File: config.mk
export PLATFORM = sky130hd
export DESIGN_NAME = run_batcher
export DESIGN_NICKNAME = d
export VERILOG_FILES = /design/src/rtl/run_batcher_pkg.sv /design/src/rtl/run_batcher_gap_timer.sv /design/src/rtl/run_batcher.sv
export SDC_FILE = /design/constraint.sdc
export NUM_CORES = 1
export LEC_CHECK = 0
export CORE_MARGIN = 4
export CORE_UTILIZATION = 54
export CTS_CLUSTER_DIAMETER = 150
export DETAILED_ROUTE_END_ITERATION = 8
export HOLD_SLACK_MARGIN = 0.12
export PLACE_DENSITY = 0.78
export SYNTH_ARGS = -nofsm -noshare
export SYNTH_HDL_FRONTEND = slang
export SYNTH_SLANG_ARGS = --single-unit
File: constraint.sdc
create_clock -name clk -period 2.9 [get_ports clk]
set_input_delay 0.29 -clock clk [delete_from_list [all_inputs] [get_ports clk]]
set_output_delay 0.29 -clock clk [all_outputs]
set_load 0.01 [all_outputs]
File: src/rtl/run_batcher_pkg.sv
// rtl/run_batcher_pkg.sv - state encoding, defaults and saturating arithmetic for run_batcher
package run_batcher_pkg;

    // FSM encoding; any other value is treated as illegal and returns to IDLE.
    typedef enum logic [1:0] {
        IDLE    = 2'd0,
        COLLECT = 2'd1,
        HOLD    = 2'd2
    } state_t;

    localparam int unsigned BATCH_DEFAULT = 4;
    localparam int unsigned TMO_DEFAULT   = 16;

    // Unsigned add clamped to limit; run counts never wrap.
    function automatic int unsigned sat_add(input int unsigned a,
                                            input int unsigned b,
                                            input int unsigned limit);
        int unsigned sum;
        sum = a + b;
        return (sum > limit) ? limit : sum;
    endfunction

endpackage

File: src/rtl/run_batcher_gap_timer.sv
// rtl/run_batcher_gap_timer.sv - saturating idle-cycle counter for the partial-batch watchdog
// Ports:
//   clk, rst_n : clock, asynchronous active-low reset
//   clear      : zero the gap count (has priority over enable)
//   enable     : count one idle cycle
//   expired    : gap has reached TMO-1
module run_batcher_gap_timer #(
    parameter int unsigned TMO = 16
) (
    input  logic clk,
    input  logic rst_n,
    input  logic clear,
    input  logic enable,
    output logic expired
);

    localparam int unsigned GAP_W = $clog2(TMO);
    localparam logic [GAP_W-1:0] GAP_MAX = GAP_W'(TMO - 1);

    logic [GAP_W-1:0] gap;

    always_ff @(posedge clk or negedge rst_n) begin
        if (!rst_n) begin
            gap <= '0;
        end else if (clear) begin
            gap <= '0;
        end else if (enable && (gap != GAP_MAX)) begin
            gap <= gap + 1'b1;
        end
    end

    assign expired = (gap == GAP_MAX);

endmodule

File: src/rtl/run_batcher.sv
// rtl/run_batcher.sv - groups run-engine done pulses into batches presented over valid/ready
// Optional feature macro: RUN_BATCHER_TIMEOUT_EN (gap watchdog flushes partial batches).
// Ports:
//   clk, rst_n   : clock, asynchronous active-low reset
//   done_i       : one-cycle pulse per completed run
//   out_valid    : batch presented (registered)
//   out_ready    : downstream accepts the batch
//   out_count    : runs in the presented batch, valid with out_valid
//   out_timeout  : presented batch was flushed by the watchdog
//   overrun      : one-cycle pulse, a done_i was dropped with the pending buffer full
//   busy         : collecting or holding a batch
module run_batcher
    import run_batcher_pkg::*;
#(
    parameter  int unsigned BATCH = BATCH_DEFAULT,
    parameter  int unsigned TMO   = TMO_DEFAULT,
    localparam int unsigned CNT_W = $clog2(BATCH + 1)
) (
    input  logic             clk,
    input  logic             rst_n,
    input  logic             done_i,
    output logic             out_valid,
    input  logic             out_ready,
    output logic [CNT_W-1:0] out_count,
    output logic             out_timeout,
    output logic             overrun,
    output logic             busy
);

    localparam logic [CNT_W-1:0] FULL = CNT_W'(BATCH);

    if ((BATCH < 1) || (BATCH > 15) || (TMO < 2)) begin : g_bad_params
        $error("run_batcher: BATCH must be 1..15 and TMO at least 2");
    end

    state_t           state, state_d;
    logic [CNT_W-1:0] count, count_d;
    logic [CNT_W-1:0] pend, pend_d;
    logic [CNT_W-1:0] n;
    logic [CNT_W-1:0] out_count_d;
    logic             out_valid_d, out_timeout_d, overrun_d, busy_d;

`ifdef RUN_BATCHER_TIMEOUT_EN
    logic gap_expired;

    // Gap restarts whenever we are not collecting or a run arrives.
    run_batcher_gap_timer #(
        .TMO (TMO)
    ) u_gap_timer (
        .clk     (clk),
        .rst_n   (rst_n),
        .clear   ((state != COLLECT) || done_i),
        .enable  (state == COLLECT),
        .expired (gap_expired)
    );
`endif

    always_comb begin
        state_d       = state;
        count_d       = count;
        pend_d        = pend;
        out_valid_d   = out_valid;
        out_count_d   = out_count;
        out_timeout_d = out_timeout;
        overrun_d     = 1'b0;
        // Size of the next batch if a handshake happens this cycle; a done_i
        // coincident with the handshake is folded in here so it is not lost.
        n             = CNT_W'(sat_add(32'(pend), 32'(done_i), BATCH));

        case (state)
            IDLE: begin
                if (done_i) begin
                    count_d = CNT_W'(1);
                    pend_d  = '0;
                    if (BATCH == 1) begin
                        state_d       = HOLD;
                        out_valid_d   = 1'b1;
                        out_count_d   = FULL;
                        out_timeout_d = 1'b0;
                    end else begin
                        state_d = COLLECT;
                    end
                end
            end

            COLLECT: begin
                if (done_i) begin
                    count_d = CNT_W'(sat_add(32'(count), 32'd1, BATCH));
                    if (count_d == FULL) begin
                        state_d       = HOLD;
                        out_valid_d   = 1'b1;
                        out_count_d   = FULL;
                        out_timeout_d = 1'b0;
                    end
                end
`ifdef RUN_BATCHER_TIMEOUT_EN
                else if (gap_expired) begin
                    state_d       = HOLD;
                    out_valid_d   = 1'b1;
                    out_count_d   = count;
                    out_timeout_d = 1'b1;
                end
`endif
            end

            HOLD: begin
                out_valid_d = 1'b1;
                if (out_valid && out_ready) begin
                    pend_d = '0;
                    if (n == '0) begin
                        state_d       = IDLE;
                        out_valid_d   = 1'b0;
                        out_count_d   = '0;
                        out_timeout_d = 1'b0;
                    end else if (n == FULL) begin
                        // Next batch already complete: present it back-to-back.
                        count_d       = FULL;
                        out_count_d   = FULL;
                        out_timeout_d = 1'b0;
                    end else begin
                        state_d       = COLLECT;
                        count_d       = n;
                        out_valid_d   = 1'b0;
                        out_count_d   = '0;
                        out_timeout_d = 1'b0;
                    end
                end else if (done_i) begin
                    if (pend == FULL) begin
                        overrun_d = 1'b1;
                    end else begin
                        pend_d = pend + 1'b1;
                    end
                end
            end

            default: begin
                state_d       = IDLE;
                count_d       = '0;
                pend_d        = '0;
                out_valid_d   = 1'b0;
                out_count_d   = '0;
                out_timeout_d = 1'b0;
            end
        endcase

        busy_d = (state_d != IDLE);
    end

    always_ff @(posedge clk or negedge rst_n) begin
        if (!rst_n) begin
            state       <= IDLE;
            count       <= '0;
            pend        <= '0;
            out_valid   <= 1'b0;
            out_count   <= '0;
            out_timeout <= 1'b0;
            overrun     <= 1'b0;
            busy        <= 1'b0;
        end else begin
            state       <= state_d;
            count       <= count_d;
            pend        <= pend_d;
            out_valid   <= out_valid_d;
            out_count   <= out_count_d;
            out_timeout <= out_timeout_d;
            overrun     <= overrun_d;
            busy        <= busy_d;
        end
    end

endmodule

==> summary.md <==
| Metric | Value |
|---|---|
| Detailed placement HPWL | 1.42 mm |
| Hold buffer count at cts | 0 |
| Clock transition at path regs | 0.08 ns |
| Crit-path max FO | 7 |
| Syn avg cell area | 9.03 sq um |
| Post-DRT Antenna Nets | 0 |
| Hold Vio Cnt, Final | 0 |
| Slowest-stage cell, CP | or4_4 |
| Seq/Total Area, Yosys | 33.2% |
| Required @ worst endpoint | 3.06 ns |
| Final worst slack | 0.632 ns |
| # nets final | 124 |
| Max layer used | met4 |
| Stages on worst setup path | 6 |
| CTS Buf Count | 3 |
| CTS Sinks | 12 |
| Hold/Removal Path Class | input port to asynchronous set/reset pin |
| Pre-antenna DRT Iters | 4 |
| WL final | 1.88 mm |
| Tcrit/Tclk final | 78.2% |
| DIE AREA | 0.00239 sq mm |
| Wire length on met1 | 795 um |
| Share of post-route cells with drive strength above 1 | 10.1% |
| Hold slack | 0.347 ns |
| Max Clock Skew | 0.00467 ns |
| Outcome | complete, no violations |
| Row cnt | 14 |
| Mapped Area | 903 sq um |
| Drt initial violations | 41 |
| CP arrival | 2.43 ns |
| Worst reg2reg path endpoint | out_valid |
| Setup total negative slack | 0 ns |
| Static Leakage | 0.468 nW |
| Core footprint | 0.00154 sq mm |
| Met3 routed WL | 137 um |
| Met2 WL | 914 um |
| R2r startpoint | count[0] |
| FF-to-FF path depth | 6 |
| Total vias in the final route | 780 |
| Number of library cell types mapped by synthesis | 37 |
| DRC errors left | 0 |
| Vias in the first global route | 751 |
| CTS resizes | 0 |
| Post-synthesis register bit count | 12 |
| Worst-Skew Late Latency | 0.29 ns |
| RD Place Congestion | 0.837 |
| Post-Layout Cell Count | 125 |
| Global route total overflow | 0 |
| Antenna fix cells | 0 |
| Most common cell after layout, fill and taps aside | dfrtp_1 |
| Pin count of the biggest net entering global routing | 13 |
| Critical Path Start | count[0] |
| Compound-gate portion of the synthesized area | 22.9% |
| CP Cell Sequence | ha_1, nor3b_2, a211oi_1, or4_4, a21oi_2, mux2_1 |
| Die Span Y | 48.9 um |
| Total GRT Usage | 17.0% |
| Clock Tree Buf Depth | 2 |
| PD cells | 1000 mW/mm^2 |
| Max Fclk | 441 MHz |
| Final Critical Period | 2.27 ns |
| CP endpoint kind | flip-flop |
| Pre-CTS setup slack | 0.511 ns |
| Largest stage delay on the critical path | 0.59 ns |
| Die W | 48.9 um |
| Mapped Cells | 100 |
| Worst VDD drop | 737 uV |
| CP delay by family, top | simple AND/OR/NAND/NOR gates |
| I/O Pins | 11 |
| Mux contribution to synthesized area | 6.23% |
| Slew @ Worst Pin | 0.535 ns |
| Post-CTS Setup Inserts | 0 |
| Drt wl/cell | 15.1 um |
| Max_cap viols | 0 |
| Critical path class | flip-flop to flip-flop |
| Crit path capture | out_valid |
| Initial antenna violation count | 0 |
| Area Growth Syn to Fin | 11.9% |
| Final Max Tran Viols | 0 |
| RSZ-0062 raised after global routing | no |
| Simple-gate portion of the synthesized area | 14.4% |
| Adder-cell share of the synthesized area | 13.9% |
| Internal reg-to-reg setup slack | 0.63 ns |
| Initial Util | 58.6% |
| Number of vias per cell | 6.24 |
| Startpoint types | flip-flop |
| Yosys warnings | 0 |
| WP buf/inv | 0 |
| Clock Tree Root | clkbuf_4 |
| Global-route wire length before repair | 3.28 mm |
| Leading cell types in the layout, fill and taps excluded | dfrtp_1, inv_1, nor2_1, ha_1, clkdlybuf4s50_1 |
| Largest family of logic cells by synthesized area | compound AO/OA/AOI/OAI gates |
| Final setup viols | 0 |
| DP Cell Count | 121 |
| H-tree depth | 1 |
| Relative slew slack | 64.2% |
| I/O Buffers | 7 |
| CTS tree | yes |
| Synth Area in XOR/XNOR | 1.94% |
[per-layer routing]
| layer | GRT usage [%] | vias to the layer above |
|---|---|---|
| li1 | - | 369 |
| met1 | 21.4 | 373 |
| met2 | 28.7 | 33 |
| met3 | 3.36 | 5 |
| met4 | 5.38 | 0 |
| met5 | 0 | - |
[cell usage after synthesis]
cell type   n  area share, %
o21ai_1     5            2.8
a211oi_1    4            3.3
buf_4       3            2.5
dfrtp_1    12             33
clkbuf_1    1           0.42
nor3_1      1           0.55
or2_1       1           0.69
a31o_2      1           0.97
o21ai_0     1           0.55
mux2_1      4            5.0
and2_1      1           0.69
and3_1      1           0.69
a31oi_1     3            2.1
a311oi_1    1           0.97
o2bb2ai_1   1           0.97
inv_1      10            4.2
nand3_1     2            1.1
nand2_1     6            2.5
conb_1      1           0.42
a2bb2oi_1   1           0.97
a21bo_2     1            1.1
nor2_1     10            4.2
mux2_2      1            1.2
xor2_1      1           0.97
a32oi_1     1           0.97
a21boi_1    1           0.83
or3_1       1           0.69
xnor2_1     1           0.97
nor3b_2     1            1.4
ha_1       10             14
o21a_1      1           0.83
a21oi_1     5            2.8
a21oi_2     2            1.9
nand2b_1    1           0.69
or4_4       1            1.2
o41ai_1     1           0.97
o211ai_1    1           0.83
[final cells by class]
cell class,instances,area (sq um)
clock buffers,4,36.3
repair buffers,7,70.1
fillers,135,531
flip-flops and latches,12,300
well taps,16,20.0
multi-input cells,76,547
inverters,10,37.5
[flip-flops by register name (all words and copies together), names as in the netlist]
register / count
state: 2
count: 3
out_count: 1
busy: 1
out_valid: 1
pend: 3
overrun: 1
[cell families (layout without fill, tap and decap cells)]
group           Yosys count  in the layout
mux                       5              5
compound gates           30             30
flops                    12             12
simple gates             26             26
buf+inv                  14             21
fa+ha+maj                10             10
xor+xnor                  2              2
other cells               1              3
[worst min-delay path by stage]
stage / startpoint / endpoint / slack [ns] / cells past startpoint
after floorplan: rst_n / busy / -0.006 / 0
after global placement: out_count[2] / out_count[2] / 0.47 / 1
after detailed placement: out_count[2] / out_count[2] / 0.51 / 1
after CTS: rst_n / pend[0] / 0.37 / 1
after global routing: rst_n / overrun / 0.38 / 1
final: rst_n / pend[0] / 0.35 / 1
[per-stage QoR]
step           total power, mW  instance area [sq um]  utilization [%]
4_1_cts                   1.01                   1010             65.6
3_3_place_gp             0.848                    975             63.2
6_report                  1.01                   1010             65.6
5_1_grt                   1.10                   1010             65.6
2_1_floorplan            0.714                    911                -
3_5_place_dp             0.865                    975             63.2
[where the power goes]
| group | internal (mW) | switching, mW |
|---|---|---|
| Clock | 0.0766 | 0.0629 |
| Combinational | 0.258 | 0.327 |
| Sequential | 0.225 | 0.0641 |
| Total | 0.560 | 0.453 |
(Power assumes the default switching activity.)
